===== src/rtl/reordenar_pkg.sv =====
// Shared constants and types for the streaming byte reorder block.
package reordenar_pkg;

  localparam logic [1:0] MODO_PASS = 2'b00;
  localparam logic [1:0] MODO_BREV = 2'b01;
  localparam logic [1:0] MODO_PSWP = 2'b10;
  localparam logic [1:0] MODO_BITR = 2'b11;

  localparam int unsigned NBYTES_MAX = 64;

  // Occupancy of the OUT/SKID pair
  typedef enum logic [1:0] {
    ST_EMPTY = 2'd0,
    ST_ONE   = 2'd1,
    ST_TWO   = 2'd2
  } estado_t;

endpackage


===== src/rtl/reordenar_bytes_comb.sv =====
// Combinational word permutation: pass, byte reverse, byte-pair swap, bit reverse.
module reordenar_bytes_comb
  import reordenar_pkg::*;
#(
  parameter int unsigned NBYTES = 4
) (
  input  logic [8*NBYTES-1:0] entrada,
  input  logic [1:0]          modo,
  output logic [8*NBYTES-1:0] permutado
);

  localparam int unsigned W = 8 * NBYTES;

  logic [W-1:0] brev;
  logic [W-1:0] pswp;
  logic [W-1:0] bitr;

  for (genvar k = 0; k < int'(NBYTES); k++) begin : g_byte
    assign brev[8*k +: 8] = entrada[8*(int'(NBYTES)-1-k) +: 8];

    // An odd top byte has no partner and passes through
    if ((k % 2 == 0) && (k + 1 < int'(NBYTES))) begin : g_sw_lo
      assign pswp[8*k +: 8] = entrada[8*(k+1) +: 8];
    end else if (k % 2 == 1) begin : g_sw_hi
      assign pswp[8*k +: 8] = entrada[8*(k-1) +: 8];
    end else begin : g_sw_keep
      assign pswp[8*k +: 8] = entrada[8*k +: 8];
    end
  end

  for (genvar i = 0; i < int'(W); i++) begin : g_bit
    assign bitr[i] = entrada[int'(W)-1-i];
  end

  always_comb begin
    permutado = entrada;
    case (modo)
      MODO_PASS: permutado = entrada;
      MODO_BREV: permutado = brev;
      MODO_PSWP: permutado = pswp;
      MODO_BITR: permutado = bitr;
      default:   permutado = entrada;
    endcase
  end

endmodule


===== src/rtl/reordenar_bytes_stream.sv =====
// Valid/ready byte reorder stage: permute on acceptance, 2-entry OUT/SKID buffer, beat counter.
module reordenar_bytes_stream
  import reordenar_pkg::*;
#(
  parameter int unsigned NBYTES = 4,
  parameter int unsigned CNT_W  = 16
) (
  input  logic                clk,
  input  logic                rst,
  input  logic [8*NBYTES-1:0] entrada,
  input  logic [1:0]          modo,
  input  logic                entrada_valid,
  output logic                entrada_ready,
  output logic [8*NBYTES-1:0] saida,
  output logic                saida_valid,
  input  logic                saida_ready,
  output logic [CNT_W-1:0]    contador
);

  localparam int unsigned W = 8 * NBYTES;

  estado_t      estado;
  logic [W-1:0] skid;
  logic [W-1:0] permutado;
  logic         acc;
  logic         tk;

  reordenar_bytes_comb #(
    .NBYTES (NBYTES)
  ) u_comb (
    .entrada   (entrada),
    .modo      (modo),
    .permutado (permutado)
  );

  assign acc = entrada_valid & entrada_ready;
  assign tk  = saida_valid & saida_ready;

  // entrada_ready tracks "SKID will be free next cycle"
  always_ff @(posedge clk or posedge rst) begin
    if (rst) begin
      estado        <= ST_EMPTY;
      saida         <= '0;
      saida_valid   <= 1'b0;
      skid          <= '0;
      entrada_ready <= 1'b0;
      contador      <= '0;
    end else begin
      if (tk) begin
        contador <= contador + CNT_W'(1);
      end
      case (estado)
        ST_EMPTY: begin
          entrada_ready <= 1'b1;
          if (acc) begin
            saida       <= permutado;
            saida_valid <= 1'b1;
            estado      <= ST_ONE;
          end
        end
        ST_ONE: begin
          if (acc && !tk) begin
            skid          <= permutado;
            entrada_ready <= 1'b0;
            estado        <= ST_TWO;
          end else if (acc) begin
            saida <= permutado;
          end else if (tk) begin
            saida_valid <= 1'b0;
            estado      <= ST_EMPTY;
          end
        end
        ST_TWO: begin
          if (tk) begin
            saida         <= skid;
            entrada_ready <= 1'b1;
            estado        <= ST_ONE;
          end
        end
        default: begin
          saida_valid   <= 1'b0;
          entrada_ready <= 1'b0;
          estado        <= ST_EMPTY;
        end
      endcase
    end
  end

endmodule


===== config.mk =====
export PLATFORM = sky130hd
export DESIGN_NAME = reordenar_bytes_stream
export DESIGN_NICKNAME = d
export VERILOG_FILES = /design/src/rtl/reordenar_pkg.sv /design/src/rtl/reordenar_bytes_comb.sv /design/src/rtl/reordenar_bytes_stream.sv
export SDC_FILE = /design/constraint.sdc
export NUM_CORES = 1
export LEC_CHECK = 0
export BUFFER_PORTS_ARGS = -buffer_cell sky130_fd_sc_hd__buf_2
export CORE_ASPECT_RATIO = 1.4
export CORE_MARGIN = 8
export CORE_UTILIZATION = 40
export DETAILED_ROUTE_END_ITERATION = 8
export HOLD_SLACK_MARGIN = 0.06
export SYNTH_ARGS = -nofsm -noshare
export SYNTH_HDL_FRONTEND = slang
export SYNTH_SLANG_ARGS = --single-unit

===== constraint.sdc =====
create_clock -name clk -period 6.61 [get_ports clk]
set_input_delay 0 -clock clk [delete_from_list [all_inputs] [get_ports clk]]
set_output_delay 0 -clock clk [all_outputs]
set_load 0.05 [all_outputs]

==> impl_metrics.ini <==
[route]
detail_route.drc_violations = 0
detailedRoute.firstPassIterationCount = 6
vias = 3768
detail_route.wirelength_um = 12300
detail-route-antenna-nets = 0
initial_detailed_routing_violation_count = 229
drt-wirelength-per-cell_um = 17.5
post_drt_via_cell_ratio = 5.38

[critical_path]
critical_path_class = flop to flop
start_kind = flop
worst-endpoint-arrival_ns = 2.52
setup.worst_path.end_class = flop
setup.worst_path.end = skid[2]
worst-r2r-setup-slack_ns = 4.32
r2r_start = estado[1]
reg2regPathDepth = 3
worst_ep_required_time_ns = 6.84
critical_path_launch_point = estado[1]
timing.critical_path.fanout_max = 65
critical_path.reg2reg.endpoint = skid[2]

[floorplanning]
die_y_um = 144
fp.dieArea_um2 = 15500
rows = 47
core_area_um2 = 11600
floorplan.initialDensity = 0.403
chipWidth_um = 108
boundaryPins = 88

[global_route]
grt.busiest_layer = met2
grt_usage = 0.162
wire_length_of_the_first_global_routing_pass_um = 19600
grt_use_met2 = 0.262
grt_start_max_net_pins = 97
first_global_vias = 3726
overflow = 0
number_of_antenna_violations_at_the_first_check_in_global_routing = 0
grt.met3_usage = 0.0468
global_routing_usage_on_met1 = 0.194

[synth]
netlist_instances = 477
post_synth_xor_area_fraction = 0.0280
synth_cell_types = 29
yosys.area.top_type = sky130_fd_sc_hd__dfrtp_1
ys_top_cells_by_area = sky130_fd_sc_hd__dfrtp_1 45%, sky130_fd_sc_hd__mux2_2 9.1%, sky130_fd_sc_hd__a21oi_1 7.1%
ys_async_sr_fraction = 1.00
synth.net_count = 516
post_synth_adder_cell_area = 0.00267
postSynthRegisterBits = 84
synth.area.mux_share = 0.162
synth_area_per_cell_um2 = 9.84
post_synth_and_or_nand_nor_area_fraction = 0.137
share_of_the_synthesized_area_in_compound_gates_ao_oa_aoi_oai = 0.177
synth_edf_count = 0
synth_sequential_area_ratio = 0.448
synth_area_um2 = 4690
yosysTopAreaCellShare = 0.448
yosysMostFrequentCell = sky130_fd_sc_hd__dfrtp_1
dominant_combinational_cell_family_by_area_after_synthesis = compound AO/OA/AOI/OAI gates
ys.flop_type = sky130_fd_sc_hd__dfrtp_1
synth_warnings = 0
netlist_top_cells_count = 84 x sky130_fd_sc_hd__dfrtp_1, 67 x sky130_fd_sc_hd__a21oi_1, 48 x sky130_fd_sc_hd__nand2_1, 38 x sky130_fd_sc_hd__mux2_2, 36 x sky130_fd_sc_hd__o21ai_0

[sta]
share_of_the_clock_period_used_by_the_worst_path = 0.347
setup_viol = 0
hold_viol = 0
worst_slew_pin_slew_ns = 1.09
timing.final.crit_period_ns = 2.29
totalNegativeSetupSlack_ns = 0
slew-limit-headroom = 0.276
max_freq_mhz = 436
final-max-slew-violation-count = 0
rsz_0062_raised_after_global_routing = false
timing.clock.skew_ns = 0.00943

[cts]
cts-htree-levels = 3
cts_root_buf = sky130_fd_sc_hd__clkbuf_16
cts_buffers = 9
clock_latency_ns = 0.35
cts.sink_count = 84
cts_repair_resize_count = 0
clk_path_buf_depth = 2
clk_pin_slew_worst_paths_ns = 0.06
tritoncts = done

[final_layout]
insertedDiodeCount = 0
finish.instance_area_um2 = 5510
drive_above_1_share = 0.295
fin_nets = 587
area_growth_pct = 17.4
stdcell_count = 700

[run_status]
outcome = completed

[place]
dp_cells = 681
detailed_place_hpwl_um = 8760
portBuffers = 87
place.gp.congestion = 0.831
dpl-instance-area_um2 = 5170

[pwr]
power_density_nw_per_um2 = 206
max-vdd-ir-drop_uv = 155
static-leakage-power_uw = 0.00265

[hold_path]
hold_path_class = primary input to flop

[flow_run]
max-cap-violations = 0
[through the flow]
stage	utilization	hold WS (ns)	power, µW	worst slack (ns)
floorplan	-	0.181	590	4.44
global placement	0.444	0.338	622	4.35
detailed placement	0.444	0.328	623	4.32
CTS	0.473	0.206	1150	4.32
global route	0.473	0.248	1180	4.05
finish	0.473	0.224	1130	4.32
[critical path, stage by stage, from the launching register on]
cell	delay, ns
sky130_fd_sc_hd__dfrtp_1	0.47
sky130_fd_sc_hd__and3b_4	0.38
sky130_fd_sc_hd__nand3_2	0.83
sky130_fd_sc_hd__o21ai_0	0.48
[worst min-delay path by stage]
stage | from | endpoint | slack [ns] | depth (start not counted)
detailed placement | saida_ready | saida_valid | 0.33 | 4
CTS | entrada[23] | skid[15] | 0.21 | 4
floorplan | saida_ready | saida_valid | 0.18 | 3
global placement | saida_ready | saida_valid | 0.34 | 4
global route | entrada[29] | skid[2] | 0.25 | 4
finish | entrada[5] | skid[29] | 0.22 | 4
[report_power, final]
group	switching [µW]	leakage, µW	internal, µW	total, µW
sequential	0	0.00117	514	514
clock	212	0.000146	306	518
combinational	60.5	0.00133	41.1	102
total	273	0.00265	861	1130
[routing by layer]
layer  vias up  part of all wire
met4         0             0.028
li1       1857                 -
met2       110              0.48
met3        18             0.067
met1      1783              0.43
met5         -                 0
[state kept, by name, summed over array words and instances (netlist names)]
signal and count:
saida_valid 1, skid 32, saida 32, estado 2, contador 16, entrada_ready 1
[layout by cell type, fill, tap and decap left out]
cell                            count
sky130_fd_sc_hd__ha_1               1
sky130_fd_sc_hd__nand2_1           48
sky130_fd_sc_hd__nor3_1             2
sky130_fd_sc_hd__inv_1              2
sky130_fd_sc_hd__nor2b_1           32
sky130_fd_sc_hd__and3b_4            1
sky130_fd_sc_hd__clkbuf_16          9
sky130_fd_sc_hd__nand4_1            4
sky130_fd_sc_hd__o21a_1             1
sky130_fd_sc_hd__a21oi_4            1
sky130_fd_sc_hd__mux2_4            10
sky130_fd_sc_hd__a22oi_4            1
sky130_fd_sc_hd__nand2b_1           1
sky130_fd_sc_hd__and2_1             2
sky130_fd_sc_hd__dlygate4sd3_1      3
sky130_fd_sc_hd__nand3_1            7
sky130_fd_sc_hd__buf_4              5
sky130_fd_sc_hd__xor2_1             4
sky130_fd_sc_hd__dfrtp_1           84
sky130_fd_sc_hd__clkinv_2           1
sky130_fd_sc_hd__inv_6              2
sky130_fd_sc_hd__clkbuf_8           1
sky130_fd_sc_hd__buf_2             87
sky130_fd_sc_hd__nand3_2            1
sky130_fd_sc_hd__nor2_1            35
sky130_fd_sc_hd__and3_1             1
sky130_fd_sc_hd__clkinv_4           1
sky130_fd_sc_hd__mux2_1            16
sky130_fd_sc_hd__clkinvlp_4         2
sky130_fd_sc_hd__o21ai_0           36
sky130_fd_sc_hd__a21oi_1           66
sky130_fd_sc_hd__or2_2              2
sky130_fd_sc_hd__mux2_2            38
sky130_fd_sc_hd__nand3b_1           1
sky130_fd_sc_hd__a221oi_1          32
sky130_fd_sc_hd__a21o_1             1
sky130_fd_sc_hd__xnor2_1           11
sky130_fd_sc_hd__bufinv_16          1
[cell families after synthesis]
family,Yosys count
buffers and inverters,38
DFF,84
adders and majority gates,1
AOI/OAI and AO/OA,138
muxes,64
xor gates and xnor gates,15
and+or+nand+nor,137
[what timing repair did]
| item | in CTS | in global routing |
|---|---|---|
| endpoints found under the hold margin | 86 | 0 |
| buffers inserted | 0 | 0 |
| hold buffers | 3 | 0 |
[layout make-up]
type                            count  area (µm²)
Clock buffer                       10         239
Clock inverter                      6        71.3
Fill cell                        1149        6140
Inverter                            3        12.5
Multi-Input combinational cell    355        2390
Sequential cell                    84        2100
Tap cell                          147         184
Timing Repair Buffer               95         503
Note: power is estimated with default switching activity, not from simulation.
